$ cat src/rtl/defs_pkg.sv
// Shared CPU types: ALU flag bundle, branch opcodes, condition codes
// and the condition evaluator used by the PC/branch block.
package defs_pkg;

  typedef struct packed {
    logic zero;
    logic negative;
    logic carry;
    logic overflow;
  } alu_flags_t;

  typedef enum logic [1:0] {
    BR_NONE = 2'd0,
    BR_JMP  = 2'd1,
    BR_CALL = 2'd2,
    BR_RET  = 2'd3
  } br_op_t;

  typedef enum logic [3:0] {
    COND_AL = 4'd0,
    COND_EQ = 4'd1,
    COND_NE = 4'd2,
    COND_CS = 4'd3,
    COND_CC = 4'd4,
    COND_MI = 4'd5,
    COND_PL = 4'd6,
    COND_VS = 4'd7,
    COND_VC = 4'd8,
    COND_GE = 4'd9,
    COND_LT = 4'd10
  } br_cond_t;

  // Undefined condition encodings evaluate false so they never redirect the PC.
  function automatic logic cond_eval(input br_cond_t cond, input alu_flags_t f);
    logic result;
    result = 1'b0;
    case (cond)
      COND_AL: result = 1'b1;
      COND_EQ: result = f.zero;
      COND_NE: result = !f.zero;
      COND_CS: result = f.carry;
      COND_CC: result = !f.carry;
      COND_MI: result = f.negative;
      COND_PL: result = !f.negative;
      COND_VS: result = f.overflow;
      COND_VC: result = !f.overflow;
      COND_GE: result = (f.negative == f.overflow);
      COND_LT: result = (f.negative != f.overflow);
      default: result = 1'b0;
    endcase
    return result;
  endfunction

endpackage

$ cat src/rtl/ret_stack.sv
// Small return-address LIFO. Entries live in flops so reset can clear them;
// push takes priority if the caller ever asserts push and pop together.
module ret_stack #(
  parameter int WIDTH = 8,
  parameter int DEPTH = 4
) (
  input  logic                           clk,
  input  logic                           rst,
  input  logic                           push,
  input  logic                           pop,
  input  logic [WIDTH-1:0]               push_data,
  output logic [WIDTH-1:0]               top,
  output logic [$clog2(DEPTH+1)-1:0]     sp,
  output logic                           full,
  output logic                           empty
);

  localparam int SPW = $clog2(DEPTH + 1);

  logic [WIDTH-1:0] mem_reg [DEPTH];
  logic [SPW-1:0]   sp_reg;
  logic [SPW-1:0]   sp_next;
  logic             do_push;
  logic             do_pop;

  assign full    = (sp_reg == SPW'(DEPTH));
  assign empty   = (sp_reg == '0);
  assign do_push = push && !full;
  assign do_pop  = pop && !push && !empty;

  always_comb begin
    sp_next = sp_reg;
    if (do_push)
      sp_next = sp_reg + SPW'(1);
    else if (do_pop)
      sp_next = sp_reg - SPW'(1);
  end

  always_ff @(posedge clk) begin
    if (rst)
      sp_reg <= '0;
    else
      sp_reg <= sp_next;
  end

  // Each entry is written only when the stack pointer addresses it.
  genvar gi;
  generate
    for (gi = 0; gi < DEPTH; gi++) begin : g_entry
      always_ff @(posedge clk) begin
        if (rst)
          mem_reg[gi] <= '0;
        else if (do_push && (sp_reg == SPW'(gi)))
          mem_reg[gi] <= push_data;
      end
    end
  endgenerate

  always_comb begin
    top = '0;
    for (int i = 0; i < DEPTH; i++) begin
      if (sp_reg == SPW'(i + 1))
        top = mem_reg[i];
    end
  end

  assign sp = sp_reg;

endmodule

$ cat src/rtl/pc_branch_unit.sv
// Program counter with flag register, condition evaluation and
// jump/call/return resolution; one PC update per asserted step.
module pc_branch_unit
  import defs_pkg::*;
#(
  parameter int               WIDTH    = 8,
  parameter int               DEPTH    = 4,
  parameter logic [WIDTH-1:0] RESET_PC = '0
) (
  input  logic                        clk,
  input  logic                        rst,
  input  alu_flags_t                  flags_in,
  input  logic                        flags_we,
  input  logic                        step,
  input  br_op_t                      br_op,
  input  br_cond_t                    br_cond,
  input  logic [WIDTH-1:0]            target,
  output logic [WIDTH-1:0]            pc,
  output alu_flags_t                  flags_q,
  output logic                        taken,
  output logic [$clog2(DEPTH+1)-1:0]  sp,
  output logic                        stack_err
);

  logic [WIDTH-1:0] pc_reg;
  logic [WIDTH-1:0] pc_next;
  logic [WIDTH-1:0] pc_inc;
  alu_flags_t       flags_reg;
  alu_flags_t       flags_next;
  logic             taken_reg;
  logic             taken_next;
  logic             err_reg;
  logic             err_next;
  logic             cond_ok;
  logic             stk_push;
  logic             stk_pop;
  logic [WIDTH-1:0] stk_top;
  logic             stk_full;
  logic             stk_empty;

  // Conditions always look at the registered flags, so a same-cycle
  // flags_we only affects the following instruction.
  assign cond_ok = cond_eval(br_cond, flags_reg);
  assign pc_inc  = pc_reg + WIDTH'(1);

  always_comb begin
    pc_next    = pc_reg;
    taken_next = 1'b0;
    err_next   = err_reg;
    stk_push   = 1'b0;
    stk_pop    = 1'b0;
    flags_next = flags_we ? flags_in : flags_reg;
    if (step) begin
      pc_next = pc_inc;
      case (br_op)
        BR_JMP: begin
          if (cond_ok) begin
            pc_next    = target;
            taken_next = 1'b1;
          end
        end
        BR_CALL: begin
          if (cond_ok) begin
            if (!stk_full) begin
              stk_push   = 1'b1;
              pc_next    = target;
              taken_next = 1'b1;
            end else begin
              err_next = 1'b1;
            end
          end
        end
        BR_RET: begin
          if (cond_ok) begin
            if (!stk_empty) begin
              stk_pop    = 1'b1;
              pc_next    = stk_top;
              taken_next = 1'b1;
            end else begin
              err_next = 1'b1;
            end
          end
        end
        default: ;
      endcase
    end
  end

  always_ff @(posedge clk) begin
    if (rst) begin
      pc_reg    <= RESET_PC;
      flags_reg <= '0;
      taken_reg <= 1'b0;
      err_reg   <= 1'b0;
    end else begin
      pc_reg    <= pc_next;
      flags_reg <= flags_next;
      taken_reg <= taken_next;
      err_reg   <= err_next;
    end
  end

  ret_stack #(
    .WIDTH (WIDTH),
    .DEPTH (DEPTH)
  ) u_ret_stack (
    .clk       (clk),
    .rst       (rst),
    .push      (stk_push),
    .pop       (stk_pop),
    .push_data (pc_inc),
    .top       (stk_top),
    .sp        (sp),
    .full      (stk_full),
    .empty     (stk_empty)
  );

  assign pc        = pc_reg;
  assign flags_q   = flags_reg;
  assign taken     = taken_reg;
  assign stack_err = err_reg;

endmodule
$ cat config.mk
export PLATFORM = sky130hd
export DESIGN_NAME = pc_branch_unit
export DESIGN_NICKNAME = d
export VERILOG_FILES = /design/src/rtl/defs_pkg.sv /design/src/rtl/ret_stack.sv /design/src/rtl/pc_branch_unit.sv
export SDC_FILE = /design/constraint.sdc
export NUM_CORES = 1
export LEC_CHECK = 0
export ABC_AREA = 1
export BUFFER_PORTS_ARGS = -buffer_cell sky130_fd_sc_hd__buf_2
export CAP_MARGIN = 20
export CORE_ASPECT_RATIO = 1.2
export CORE_MARGIN = 2
export CORE_UTILIZATION = 35
export CTS_CLUSTER_SIZE = 16
export DETAILED_ROUTE_END_ITERATION = 12
export PLACE_DENSITY_LB_ADDON = 0.2
export SLEW_MARGIN = 40
export SYNTH_ARGS = -nofsm -noshare
export SYNTH_HDL_FRONTEND = slang
export SYNTH_SLANG_ARGS = --single-unit
$ cat constraint.sdc
create_clock -name clk -period 4.07 [get_ports clk]
set_input_delay 0.2035 -clock clk [delete_from_list [all_inputs] [get_ports clk]]
set_output_delay 0.2035 -clock clk [all_outputs]
set_load 0.02 [all_outputs]
==> run summary <==
The worst hold path begins at rst. Detailed routing inserted a total of 2501 vias. Counting instances, the worst hold path has a depth of 2. In this run the worst hold path is classified as primary input to register. The worst setup path is of the register to register kind. Most frequently used cell type in the post-synthesis netlist: nand2_1.

The area added between synthesis and finish was 13.5%. Die outline area: 8850 um^2. The tools report the initial core utilization as 0.354.

The tree is rooted in a clkbuf_8. For the pin with the worst max-slew slack, the measured transition is 670 ps. The run gives 39 as the total I/O pin count. STA classifies the critical path endpoint as a register.

The area of the mapped netlist is 2840 um^2. For the count of routing violations after the opening detailed-route iteration, the log shows 148. Ranked by instance count, the synthesized netlist is headed by 90 x nand2_1, 68 x nor2_1, 38 x nand3_1. After legalization and detailed placement, the total HPWL measured 5.61 mm.

The synthesized design contains 32 enable-type register cells. In the routed design, unresolved DRC markers number 0. The logs give 3220 um^2 for the post-route cell area and 0.458 for the part of the Yosys area used for sequential elements. For this run, the number of Yosys warnings is 0. The pin count of the biggest net entering global routing is 25, and the clock latency on the worst-skew pair is 310 ps. TritonCTS built the clock tree.

The post-synthesis sequential element count was 49; the number of instances in the synthesized netlist was 367. The number of pins exceeding their max-slew limit in the final report is 0. Of all nets on the critical path, the largest fanout is 15.

In this run the critical register-to-register path is captured at u_ret_stack.mem_reg[2][4]$_SDFFCE_PN0P_. The run gives 0 as the global route total overflow. The number of nets handed over by synthesis was 396. The tools report the worst hold endpoint as stack_err$_SDFFE_PP0P_.

Count of nets left with antenna violations after detail routing: 0. The analysis attributes to cell leakage a power of 1.45 nW. Derived from the worst setup path, the maximum achievable clock frequency is 376 MHz. The worst setup path is launched from a register. 0 antenna diodes ended up in the layout. The detail-routed net length per standard cell was 14.4 um. The time the final worst path needs with I/O delays and setup was 2660 ps.

The run gives 0 as the number of antenna violations at the first check in global routing. Among all flip-flop cells after synthesis, the most frequent one is edfxtp_1. The tools report the register-to-register path setup slack as 1410 ps. Die outline height: 103 um. Mean instance size in the synthesized netlist: 7.74 um^2. The total wirelength of the detailed-routed design was 7.24 mm. The logs give 0 for the number of hold-slack violations in the final timing report and 0.402 for the final core utilization. The clock edge transition at the registers on the reported setup and hold paths is 110 ps, and the count of buffers added by post-CTS timing repair for setup is 0. The net count of the finished layout is 435. Startpoint of the worst-slack reg-to-reg timing path: u_ret_stack.sp[0]$_SDFFE_PP0P_. The register with the most flip-flops in the layout has 32 of them. For the number of failing setup endpoints in the final timing report, the log shows 0. The vias per cell is 4.98. The endpoint arrival time on the critical path is 2620 ps.

Setup repair after global routing left no endpoint under its margin. The total routing usage reported by global routing was 0.177; the endpoint required time on the critical path was 4020 ps. For this run, the detailed router's first-pass iteration total came to 4.

The number of clock buffers inserted by TritonCTS was 5; the sum of negative setup slack was 0 ps. The worst-case IR drop observed on VDD is 0.155 mV. Total power per unit cell area: 328 nW/um^2.

The number of cells on the worst reg-to-reg path is 7. The wire length of the first global-routing pass is 11.9 mm, and the number of distinct library cells after synthesis is 27. The number of global-route vias before repair is 2417, and the number of gates resized after CTS is 0.

In this run the horizontal extent of the chip is 86.2 um. Number of maximum-capacitance violations: 0. In this run the deepest clock path goes through 2 buffers. Counting every sink on the clock net gives 49. The run finished with clean final reports. In this run the number of H-tree levels came out at 2. The max-slew headroom at the worst pin was 0.550; the cell area after placement was 3130 um^2.

The share of cells above drive strength 1 is 0.157, and the count of port buffers added during placement is 38. The worst setup skew after layout is 15.4 ps. After clock tree synthesis, the flow added hold-fix buffers numbering 0. The area fraction of the dominant cell type after synthesis was 0.338; the floorplan row count was 36.

By area the synthesized netlist is led by edfxtp_1 34%, dfxtp_1 12%, nand2_1 12%, nor2_1 9.0%, nand3_1 6.7%. In this run the standard cell core region covers 8020 um^2. The part of the cycle the worst path needs works out to 0.654.

The share of synthesized registers carrying an async set or reset was 0. Routability-driven placement finished with a final weighted congestion of 0.833. edfxtp_1 takes more of the synthesized area than any other cell.
area by class of cell:
cell class                      count  area [um^2]
Multi-Input combinational cell    280         1390
Clock inverter                      3         26.3
Tap cell                           95          119
Fill cell                         837         4800
Timing Repair Buffer               39          198
Clock buffer                        5         68.8
Sequential cell                    49         1300
Inverter                           31          121
through the flow:
stage	instances	hold slack [ps]	total power [mW]	setup WS (ps)
after floorplan	367	273	0.698	1650
after global placement	494	374	0.760	1300
after detailed placement	494	390	0.762	1400
after CTS	502	37.8	1.07	1370
after global routing	502	65.9	1.10	1120
final	502	57.2	1.06	1410
where the power goes:
group | switching [mW] | internal, mW
Clock | 0.183 | 0.125
Combinational | 0.126 | 0.0554
Sequential | 0.0185 | 0.550
placed cells by master (no fill, tap or decap), types with 3 or more instances in the layout:
cell type	n
a21oi_1	19
buf_2	38
clkbuf_8	5
dfxtp_1	17
edfxtp_1	32
ha_1	7
inv_1	27
inv_2	3
nand2_1	90
nand3_1	38
nand3_4	4
nand4_1	3
nor2_1	68
o21ai_0	21
o21ai_1	8
or2_2	3
xor2_1	7
worst max-delay path by stage:
stage | end | depth (start not counted) | slack [ps] | from
after detailed placement | u_ret_stack.mem_reg[2][6]$_SDFFCE_PN0P_ | 7 | 1400 | u_ret_stack.sp[0]$_SDFFE_PP0P_
final | u_ret_stack.mem_reg[2][4]$_SDFFCE_PN0P_ | 7 | 1410 | u_ret_stack.sp[0]$_SDFFE_PP0P_
after global routing | u_ret_stack.mem_reg[0][4]$_SDFFCE_PN0P_ | 7 | 1120 | u_ret_stack.sp[0]$_SDFFE_PP0P_
after floorplan | u_ret_stack.mem_reg[2][0]$_SDFFCE_PN0P_ | 7 | 1650 | u_ret_stack.sp[0]$_SDFFE_PP0P_
after CTS | u_ret_stack.mem_reg[2][6]$_SDFFCE_PN0P_ | 7 | 1370 | u_ret_stack.sp[0]$_SDFFE_PP0P_
after global placement | u_ret_stack.mem_reg[1][3]$_SDFFCE_PN0P_ | 7 | 1300 | u_ret_stack.sp[0]$_SDFFE_PP0P_
cells by family (layout without fill, tap and decap cells):
kind of cell	Yosys count	count (layout)	synth area share
buffers and inverters	38	78	0.0529
xor gates and xnor gates	7	7	0.0216
AOI/OAI and AO/OA	52	52	0.0956
and+or+nand+nor	214	214	0.341
adders and majority gates	7	7	0.0308
DFF	49	49	0.458
routing by layer:
layer  up-vias  wire, um  track usage
met5         -         0            0
met4         0       295       0.0889
met3        19       222       0.0224
met2        62      3540        0.308
met1      1125      3190        0.215
li1       1295         -            -
critical path, stage by stage (launching register included):
cell and delay (ps):
dfxtp_1 390, inv_1 120, ha_1 290, nand2_1 420, nand2_1 220, nor2_4 190
nand2_4 110, o21ai_1 560
Note: power is estimated with default switching activity, not from simulation.
